### src/rtl/pipe_sched_pkg.sv
// Shared constants and ID helpers for the pipe_sched scheduler and its arbiter.
// Later shared-resource blocks reuse the same ID encoding.
package pipe_sched_pkg;

    localparam int N_DEF      = 10;
    localparam int LAT_DEF    = 3;
    localparam int MAXOUT_DEF = 2;
    localparam int NREQ       = 2;
    localparam int IDW        = 1;

    localparam logic [IDW-1:0] ID_REQ0 = 1'b0;
    localparam logic [IDW-1:0] ID_REQ1 = 1'b1;

    function automatic logic [NREQ-1:0] id_to_onehot(input logic [IDW-1:0] id);
        return (id == ID_REQ1) ? 2'b10 : 2'b01;
    endfunction

    function automatic logic [IDW-1:0] onehot_to_id(input logic [NREQ-1:0] oh);
        return oh[1] ? ID_REQ1 : ID_REQ0;
    endfunction

endpackage

### src/rtl/pipe_sched_rr_arb2.sv
// Two-way round-robin arbiter: a lone eligible requester wins, a tie goes to
// the requester not granted last. The pointer only moves on an actual grant.
module rr_arb2
    import pipe_sched_pkg::*;
(
    input  logic       clk_i,
    input  logic       rst_i,
    input  logic [1:0] elig_i,
    output logic [1:0] grant_o
);

    logic last_q;
    logic last_d;

    always_comb begin
        grant_o = 2'b00;
        last_d  = last_q;
        case (elig_i)
            2'b01:   grant_o = 2'b01;
            2'b10:   grant_o = 2'b10;
            2'b11:   grant_o = (last_q == ID_REQ1) ? 2'b01 : 2'b10;
            default: grant_o = 2'b00;
        endcase
        if (|grant_o) begin
            last_d = onehot_to_id(grant_o);
        end
    end

    // Reset as if req1 was granted last so req0 takes the first tie.
    always_ff @(posedge clk_i) begin
        if (rst_i) begin
            last_q <= ID_REQ1;
        end else begin
            last_q <= last_d;
        end
    end

endmodule

### src/rtl/pipe_sched.sv
// Shares one external LAT-cycle datapath between two requesters: arbitrates,
// muxes operands, tracks owner IDs alongside the datapath and routes results back.
module pipe_sched
    import pipe_sched_pkg::*;
#(
    parameter int N      = N_DEF,
    parameter int LAT    = LAT_DEF,
    parameter int MAXOUT = MAXOUT_DEF
) (
    input  logic              clk_i,
    input  logic              rst_i,
    input  logic              en_i,
    input  logic [NREQ-1:0]   req_valid_i,
    output logic [NREQ-1:0]   req_ready_o,
    input  logic [NREQ*N-1:0] req_a_i,
    input  logic [NREQ*N-1:0] req_b_i,
    input  logic [NREQ*N-1:0] req_c_i,
    input  logic [NREQ*N-1:0] req_d_i,
    output logic [N-1:0]      dp_a_o,
    output logic [N-1:0]      dp_b_o,
    output logic [N-1:0]      dp_c_o,
    output logic [N-1:0]      dp_d_o,
    output logic              dp_issue_o,
    input  logic [N-1:0]      dp_f_i,
    output logic [NREQ-1:0]   resp_valid_o,
    output logic [N-1:0]      resp_data_o,
    output logic              busy_o
);

    localparam int CNTW  = $clog2(MAXOUT + 1);
    // Stage 0 mirrors the datapath operand register; the tail lines up with dp_f.
    localparam int DEPTH = LAT + 1;

    logic [DEPTH-1:0]           sh_vld_q, sh_vld_d;
    logic [DEPTH-1:0][IDW-1:0]  sh_id_q,  sh_id_d;
    logic [NREQ-1:0][CNTW-1:0]  cnt_q,    cnt_d;
    logic [NREQ-1:0]            resp_valid_q, resp_valid_d;
    logic [N-1:0]               resp_data_q,  resp_data_d;

    logic [NREQ-1:0] retire_oh;
    logic [NREQ-1:0] elig;
    logic [NREQ-1:0] grant;
    logic            issue;

    assign retire_oh = sh_vld_q[DEPTH-1] ? id_to_onehot(sh_id_q[DEPTH-1]) : '0;

    // A slot retiring on this edge is counted as free so a capped requester
    // can re-issue back-to-back with its oldest op completing.
    always_comb begin
        elig = '0;
        for (int i = 0; i < NREQ; i++) begin
            elig[i] = req_valid_i[i] & en_i & ~rst_i &
                      ((int'(cnt_q[i]) - int'(retire_oh[i])) < MAXOUT);
        end
    end

    rr_arb2 u_arb (
        .clk_i   (clk_i),
        .rst_i   (rst_i),
        .elig_i  (elig),
        .grant_o (grant)
    );

    assign issue       = |grant;
    assign req_ready_o = grant;
    assign dp_issue_o  = issue;

    always_comb begin
        dp_a_o = '0;
        dp_b_o = '0;
        dp_c_o = '0;
        dp_d_o = '0;
        for (int i = 0; i < NREQ; i++) begin
            if (grant[i]) begin
                dp_a_o = req_a_i[i*N +: N];
                dp_b_o = req_b_i[i*N +: N];
                dp_c_o = req_c_i[i*N +: N];
                dp_d_o = req_d_i[i*N +: N];
            end
        end
    end

    always_comb begin
        sh_vld_d = {sh_vld_q[DEPTH-2:0], issue};
        sh_id_d  = {sh_id_q[DEPTH-2:0], onehot_to_id(grant)};
    end

    always_comb begin
        cnt_d = cnt_q;
        for (int i = 0; i < NREQ; i++) begin
            if (grant[i] && !retire_oh[i]) begin
                cnt_d[i] = cnt_q[i] + CNTW'(1);
            end else if (!grant[i] && retire_oh[i]) begin
                cnt_d[i] = cnt_q[i] - CNTW'(1);
            end
        end
    end

    always_comb begin
        resp_valid_d = retire_oh;
        resp_data_d  = sh_vld_q[DEPTH-1] ? dp_f_i : resp_data_q;
    end

    always_ff @(posedge clk_i) begin
        if (rst_i) begin
            sh_vld_q     <= '0;
            sh_id_q      <= '0;
            cnt_q        <= '0;
            resp_valid_q <= '0;
            resp_data_q  <= '0;
        end else begin
            sh_vld_q     <= sh_vld_d;
            sh_id_q      <= sh_id_d;
            cnt_q        <= cnt_d;
            resp_valid_q <= resp_valid_d;
            resp_data_q  <= resp_data_d;
        end
    end

    assign resp_valid_o = resp_valid_q;
    assign resp_data_o  = resp_data_q;
    assign busy_o       = (|sh_vld_q) | (|resp_valid_q);

endmodule
### config.mk
export PLATFORM = sky130hd
export DESIGN_NAME = pipe_sched
export DESIGN_NICKNAME = d
export VERILOG_FILES = /design/src/rtl/pipe_sched_pkg.sv /design/src/rtl/pipe_sched_rr_arb2.sv /design/src/rtl/pipe_sched.sv
export SDC_FILE = /design/constraint.sdc
export NUM_CORES = 1
export LEC_CHECK = 0
export ABC_AREA = 1
export CAP_MARGIN = 20
export CORE_ASPECT_RATIO = 2
export CORE_MARGIN = 8
export CORE_UTILIZATION = 28
export DETAILED_ROUTE_END_ITERATION = 6
export GPL_ROUTABILITY_DRIVEN = 0
export GPL_TIMING_DRIVEN = 1
export PLACE_DENSITY = 0.76
export SLEW_MARGIN = 20
export SYNTH_ARGS = -nofsm -noshare
export SYNTH_HDL_FRONTEND = slang
export SYNTH_SLANG_ARGS = --single-unit
### constraint.sdc
create_clock -name clk_i -period 1.9 [get_ports clk_i]
set_clock_uncertainty 0.15 [all_clocks]
set_input_delay 0.19 -clock clk_i [delete_from_list [all_inputs] [get_ports clk_i]]
set_output_delay 0.19 -clock clk_i [all_outputs]
set_load 0.02 [all_outputs]
Word level (Yosys, flattened, before mapping)
Cells that the tools add are included.
Storage, ports and cells
  word-level logic and storage cells: 59
  flip-flop bits (word level): 25
  bits of input ports: 95
Operators by class
  mux-type cells: 17
  equal/unequal tests: 3
  add/sub/neg operators: 6
  reductions and logical operators: 13
  bitwise logic cells: 8
  magnitude comparators: 2
Operators with widths (count)
  10-bit two-way mux: 8
  2-bit two-way mux: 7
  1-bit AND: 6
  3-bit < comparator (second input constant): 2
  2-bit case mux with 3 select lines: 1
  2-bit by 1-bit subtractor with 3-bit output: 2
  2-bit by 1-bit adder with 2-bit output (second input constant): 2
  2-bit equality test (second input constant): 2
  1-bit logical AND: 4
  1-bit logical NOT: 4
  2-bit nonzero test: 2
  2-bit OR reduction: 2
  4-bit OR reduction: 1
  2-bit by 1-bit subtractor with 2-bit output (second input constant): 2
  2-bit by 1-bit equality test with 1-bit output (second input constant): 1
  1-bit two-way mux: 1
  1-bit inverter: 1
  1-bit bitwise OR: 1

Longest topological paths before layout
  depth in word-level cells: 11
  gate-level depth with buffers: 14
  depth with buffers taken out: 14

Cells and area by module
From an unflattened synthesis, not the netlist that was laid out.
Unflattened totals
  cell total of the unflattened synthesis: 264
  area, all modules: 1581.5 um^2
Modules (own cells, without submodules)
  pipe_sched: seq. area each 480.5 um^2, area each 1525.2 um^2, instances 1, cells an instance 254
  rr_arb2: seq. area each 20.0 um^2, area each 56.3 um^2, instances 1, cells an instance 10

Worst setup path before layout
OpenSTA, ideal clock, no wires.
  kind: reg-to-reg
  from: register sh_vld_q[3]
  to: register cnt_q[1] in the netlist's numbering
  setup time: 119 ps
  slack: -310 ps
  required time: 1631 ps
  stages on the path, launching flop included: 13
  arrival: 1940 ps
  cell sequence: dfxtp_1 nand3_1 nand2_2 nand2_1 nand2_2 buf_4 inv_2 nor2_1 ha_1 nor2_1 nand2_1 o21ai_0 a21oi_1
Between the ends
  cells in the longest elaborated chain, start to end: 9
  elaborated cells between the ends (all ways): 17
  those cells by class: add/sub (2); order compare (2); eq/ne (3); mux (3); bitwise (2); reduce/logical (5)
Ends and longest elaborated chain
  start, declared: RTL line pipe_sched.sv:34  | logic [DEPTH-1:0] sh_vld_q, sh_vld_d;
  start signal, assigned: RTL line pipe_sched.sv:112  | sh_vld_q <= sh_vld_d;
  2-bit two-way mux (*): RTL line pipe_sched.sv:45  | assign retire_oh = sh_vld_q[DEPTH-1] ? id_to_onehot(sh_id_q[DEPTH-1]) : '0;
  2-bit by 1-bit subtractor with 3-bit output: RTL line pipe_sched.sv:53  | ((int'(cnt_q[i]) - int'(retire_oh[i])) < MAXOUT);
  3-bit < comparator: RTL line pipe_sched.sv:53
  1-bit AND: RTL line pipe_sched.sv:52  | elig[i] = req_valid_i[i] & en_i & ~rst_i &
  2-bit equality test or 2-bit by 1-bit equality test with 1-bit output (tied branches): RTL line pipe_sched_rr_arb2.sv:18  | case (elig_i)
  2-bit case mux with 3 select lines (*): RTL line pipe_sched_rr_arb2.sv:18
  named net req_ready_o[0]: RTL line pipe_sched.sv:14  | output logic [NREQ-1:0] req_ready_o,
  1-bit logical NOT: RTL line pipe_sched.sv:93  | end else if (!grant[i] && retire_oh[i]) begin
  1-bit logical AND: RTL line pipe_sched.sv:93
  2-bit nonzero test (no source line)
  end signal, assigned: RTL line pipe_sched.sv:114  | cnt_q <= cnt_d;
  end, declared: RTL line pipe_sched.sv:36  | logic [NREQ-1:0][CNTW-1:0] cnt_q, cnt_d;
The timed path passes the listed nets; every way through them passes the cells marked *.
A chain may end at the register's enable or synchronous reset.

Worst setup path in the final report
  from: register sh_id_q[3] in the netlist's numbering
  to: output port dp_d_o[4]
Between the ends
  cells in the longest elaborated chain, start to end: 9
  elaborated cells between the ends (all ways): 14
  those cells by class: add/sub (2); order compare (2); eq/ne (3); mux (5); bitwise (2)
Ends and longest elaborated chain
  start, declared: RTL line pipe_sched.sv:35  | logic [DEPTH-1:0][IDW-1:0] sh_id_q, sh_id_d;
  start signal, assigned: RTL line pipe_sched.sv:113  | sh_id_q <= sh_id_d;
  2-bit two-way mux (*): RTL line pipe_sched_pkg.sv:15  | return (id == ID_REQ1) ? 2'b10 : 2'b01;
  2-bit two-way mux (*): RTL line pipe_sched.sv:45
  2-bit by 1-bit subtractor with 3-bit output: RTL line pipe_sched.sv:53
  3-bit < comparator: RTL line pipe_sched.sv:53
  1-bit AND: RTL line pipe_sched.sv:52
  2-bit equality test or 2-bit by 1-bit equality test with 1-bit output (tied branches): RTL line pipe_sched_rr_arb2.sv:18
  2-bit case mux with 3 select lines (*): RTL line pipe_sched_rr_arb2.sv:18
  10-bit two-way mux: RTL line pipe_sched.sv:74  | if (grant[i]) begin
  10-bit two-way mux (*): RTL line pipe_sched.sv:74
  end, declared: RTL line pipe_sched.sv:22  | output logic [N-1:0] dp_d_o,
Mark *: on every way between the ends. The rest lies on a longest branch, timed or not.

==> reports/results.tsv <==
metric	value	unit
whs	258	ps
violations	setup timing	
portBuffers	150	
p_leak	0.00176	uW
ys_seq_elements	25	
slowest_stage	dfxtp_2	
initialDrtViolationCount	103	
grt_max_degree	36	
critical_path_class	register to output port	
drt_wl_total	8.62	mm
numCtsBuffers	3	
cts_tree	done	
met2_usage	35.6	%
grt_pass1_wl	12.5	mm
setup_viol	39	
overflow	0	
hold_path_class	register to register	
powerDensity	486	nW/um^2
vdd_drop_max	0.690	mV
dr.pass1.iters	4	
antenna_found_initial	0	
yosysTopAreaCell	dfxtp_1	
grtUsageMet1	16.4	%
synth.area.top_cells	dfxtp_1, nand3_1, nand2_1, nor2_1, o21ai_0	
die_w	69.6	um
busiest_layer	met2	
io_pins	151	
multi_input_comb_area	1170	um^2
status	finished, violations left	
nets	528	
cp-end-kind	output port	
post-synth-top-count-cell	nand3_1	
register_area	508	um^2
rows	39	
synth_ff_type	dfxtp_1	
reg2reg_slack	-70	ps
die_area	8590	um^2
syn_area	1610	um^2
r2r_cells	15	
wire_per_inst	17.5	um
cts_buffer_depth	2	
place_hpwl	5.95	mm
via_per_inst	4.97	
syn_avg_cell_area	6.20	um^2
remaining_drc_errors	0	
max_cap_violations	0	
core_area	5660	um^2
rsz0062_at_grt	true	
required	1560	ps
antenna_left	0	
start_util	28.5	%
syn_to_final_growth	145	%
clock_latency	270	ps
power	1920	uW
cp_max_fo	4	
diodes	0	
drv_slew	0	
first_global_vias	2449	
placed_cell_area	3320	um^2
die_h	123	um
clockRootBuffer	clkbuf_16	
tightest_slew	435	ps
n_fill_cell	449	
arrival	1670	ps
postCtsHoldBufs	0	
synth_top_area_share	31.1	%
ys_warn_count	0	
final_area	3950	um^2
clock-sinks	25	
synthArstFlopShare	0	%
fin_crit	2010	ps
grtUsageTotal	17.8	%
grt.met3_usage	6.02	%
synth-edff-count	0	
crit_chain	inv_2 -> nand3_2 -> nand2_2 -> buf_6 -> nand2_4 -> nand2_4 -> buf_8 -> clkbuf_16 -> nand3_2 -> nand2_2 -> buf_6	
htreeDepth	1	
path_clk_slew	70	ps
num_vias	2438	
worst_slack	-108	ps
min_period_over_period	106	%
synthesis.nets	357	
yosysUniqueCellTypes	18	
synth-seq-area-share	31.1	%
hold_viol	0	
start_kind	register	
worstHoldPathCells	2	
netlist_top_cells_count	nand3_1, nand2_1, nor2_1	
slew-limit-headroom	70.9	%
fmax	0.498	GHz
synth_cells	260	
slowest_delay	350	ps
drive_gt1_share	33.5	%
sequential cells by signal (all words and copies together), names as in the netlist:
| register | count |
|---|---|
| cnt_q | 4 |
| sh_id_d | 3 |
| resp_valid_o | 2 |
| u_arb.last_q | 1 |
| sh_vld_q | 4 |
| sh_id_q | 1 |
| resp_data_o | 10 |
metal layers:
metal	vias up	part of all wire, %
met5	-	0
met4	0	1.5
met3	13	8.1
met2	111	60
met1	1118	31
li1	1196	-
placed cells by master, fill, tap and decap left out, types with 11 or more instances in the layout:
master           count
nor2_1              31
buf_4               17
nand2_2             16
nand2_1             35
nand3_1             67
buf_6               46
clkdlybuf4s50_1    102
dfxtp_1             21
nand3_2             17
inv_1               11
per-stage QoR:
stage	TNS, ps	util [%]	cells	setup slack [ps]
4_1_cts	-1680	65.3	486	-119
3_5_place_dp	-24230	58.7	474	-554
3_3_place_gp	-22820	58.7	474	-529
2_1_floorplan	0	-	260	16.1
6_report	-1850	69.8	491	-108
5_1_grt	-5550	69.8	491	-194
worst max-delay path, delay by kind of cell (launching register included):
family,cells,cell delay [ps]
buffers and inverters,5,570
and+or+nand+nor,6,480
DFF,1,350
area by class of cell:
type / count / area share [%]
clock buffer: 3 / 1.90
timing repair buffer: 187 / 51.7
sequential: 25 / 12.8
clock inverter: 1 / 0.222
tap: 61 / 1.93
multi-input combinational: 197 / 29.5
inverter: 17 / 1.93
kinds of logic (layout without fill, tap and decap cells):
| group | count (synthesis) | after routing | share of synthesized area (%) |
|---|---|---|---|
| and+or+nand+nor | 179 | 179 | 49.7 |
| DFF | 25 | 25 | 31.1 |
| xor gates and xnor gates | 2 | 2 | 1.09 |
| buffers and inverters | 38 | 208 | 12.3 |
| adders and majority gates | 2 | 2 | 1.55 |
| AOI/OAI and AO/OA | 14 | 14 | 4.35 |
final timing paths:
check,startpoint,end
hold / removal,sh_id_d[3],sh_id_q[3]
setup / recovery,sh_id_q[3],dp_d_o[4]
hold reg to reg,sh_id_d[3],sh_id_q[3]
setup reg to reg,sh_id_q[3],cnt_q[1]
report_power, final:
part,internal (uW),switching (uW),total (uW)
Sequential,544,13.0,557
Combinational,487,377,864
Clock,292,211,502
Total,1320,600,1920
what timing repair did:
action | CTS | global route
pin swaps | 34 | 29
resized for setup | 292 | 48
endpoints found under the setup margin | 48 | 47
cloned | 3 | 3
setup buffers | 5 | 3
No activity file was read; power rests on OpenSTA's default activity.
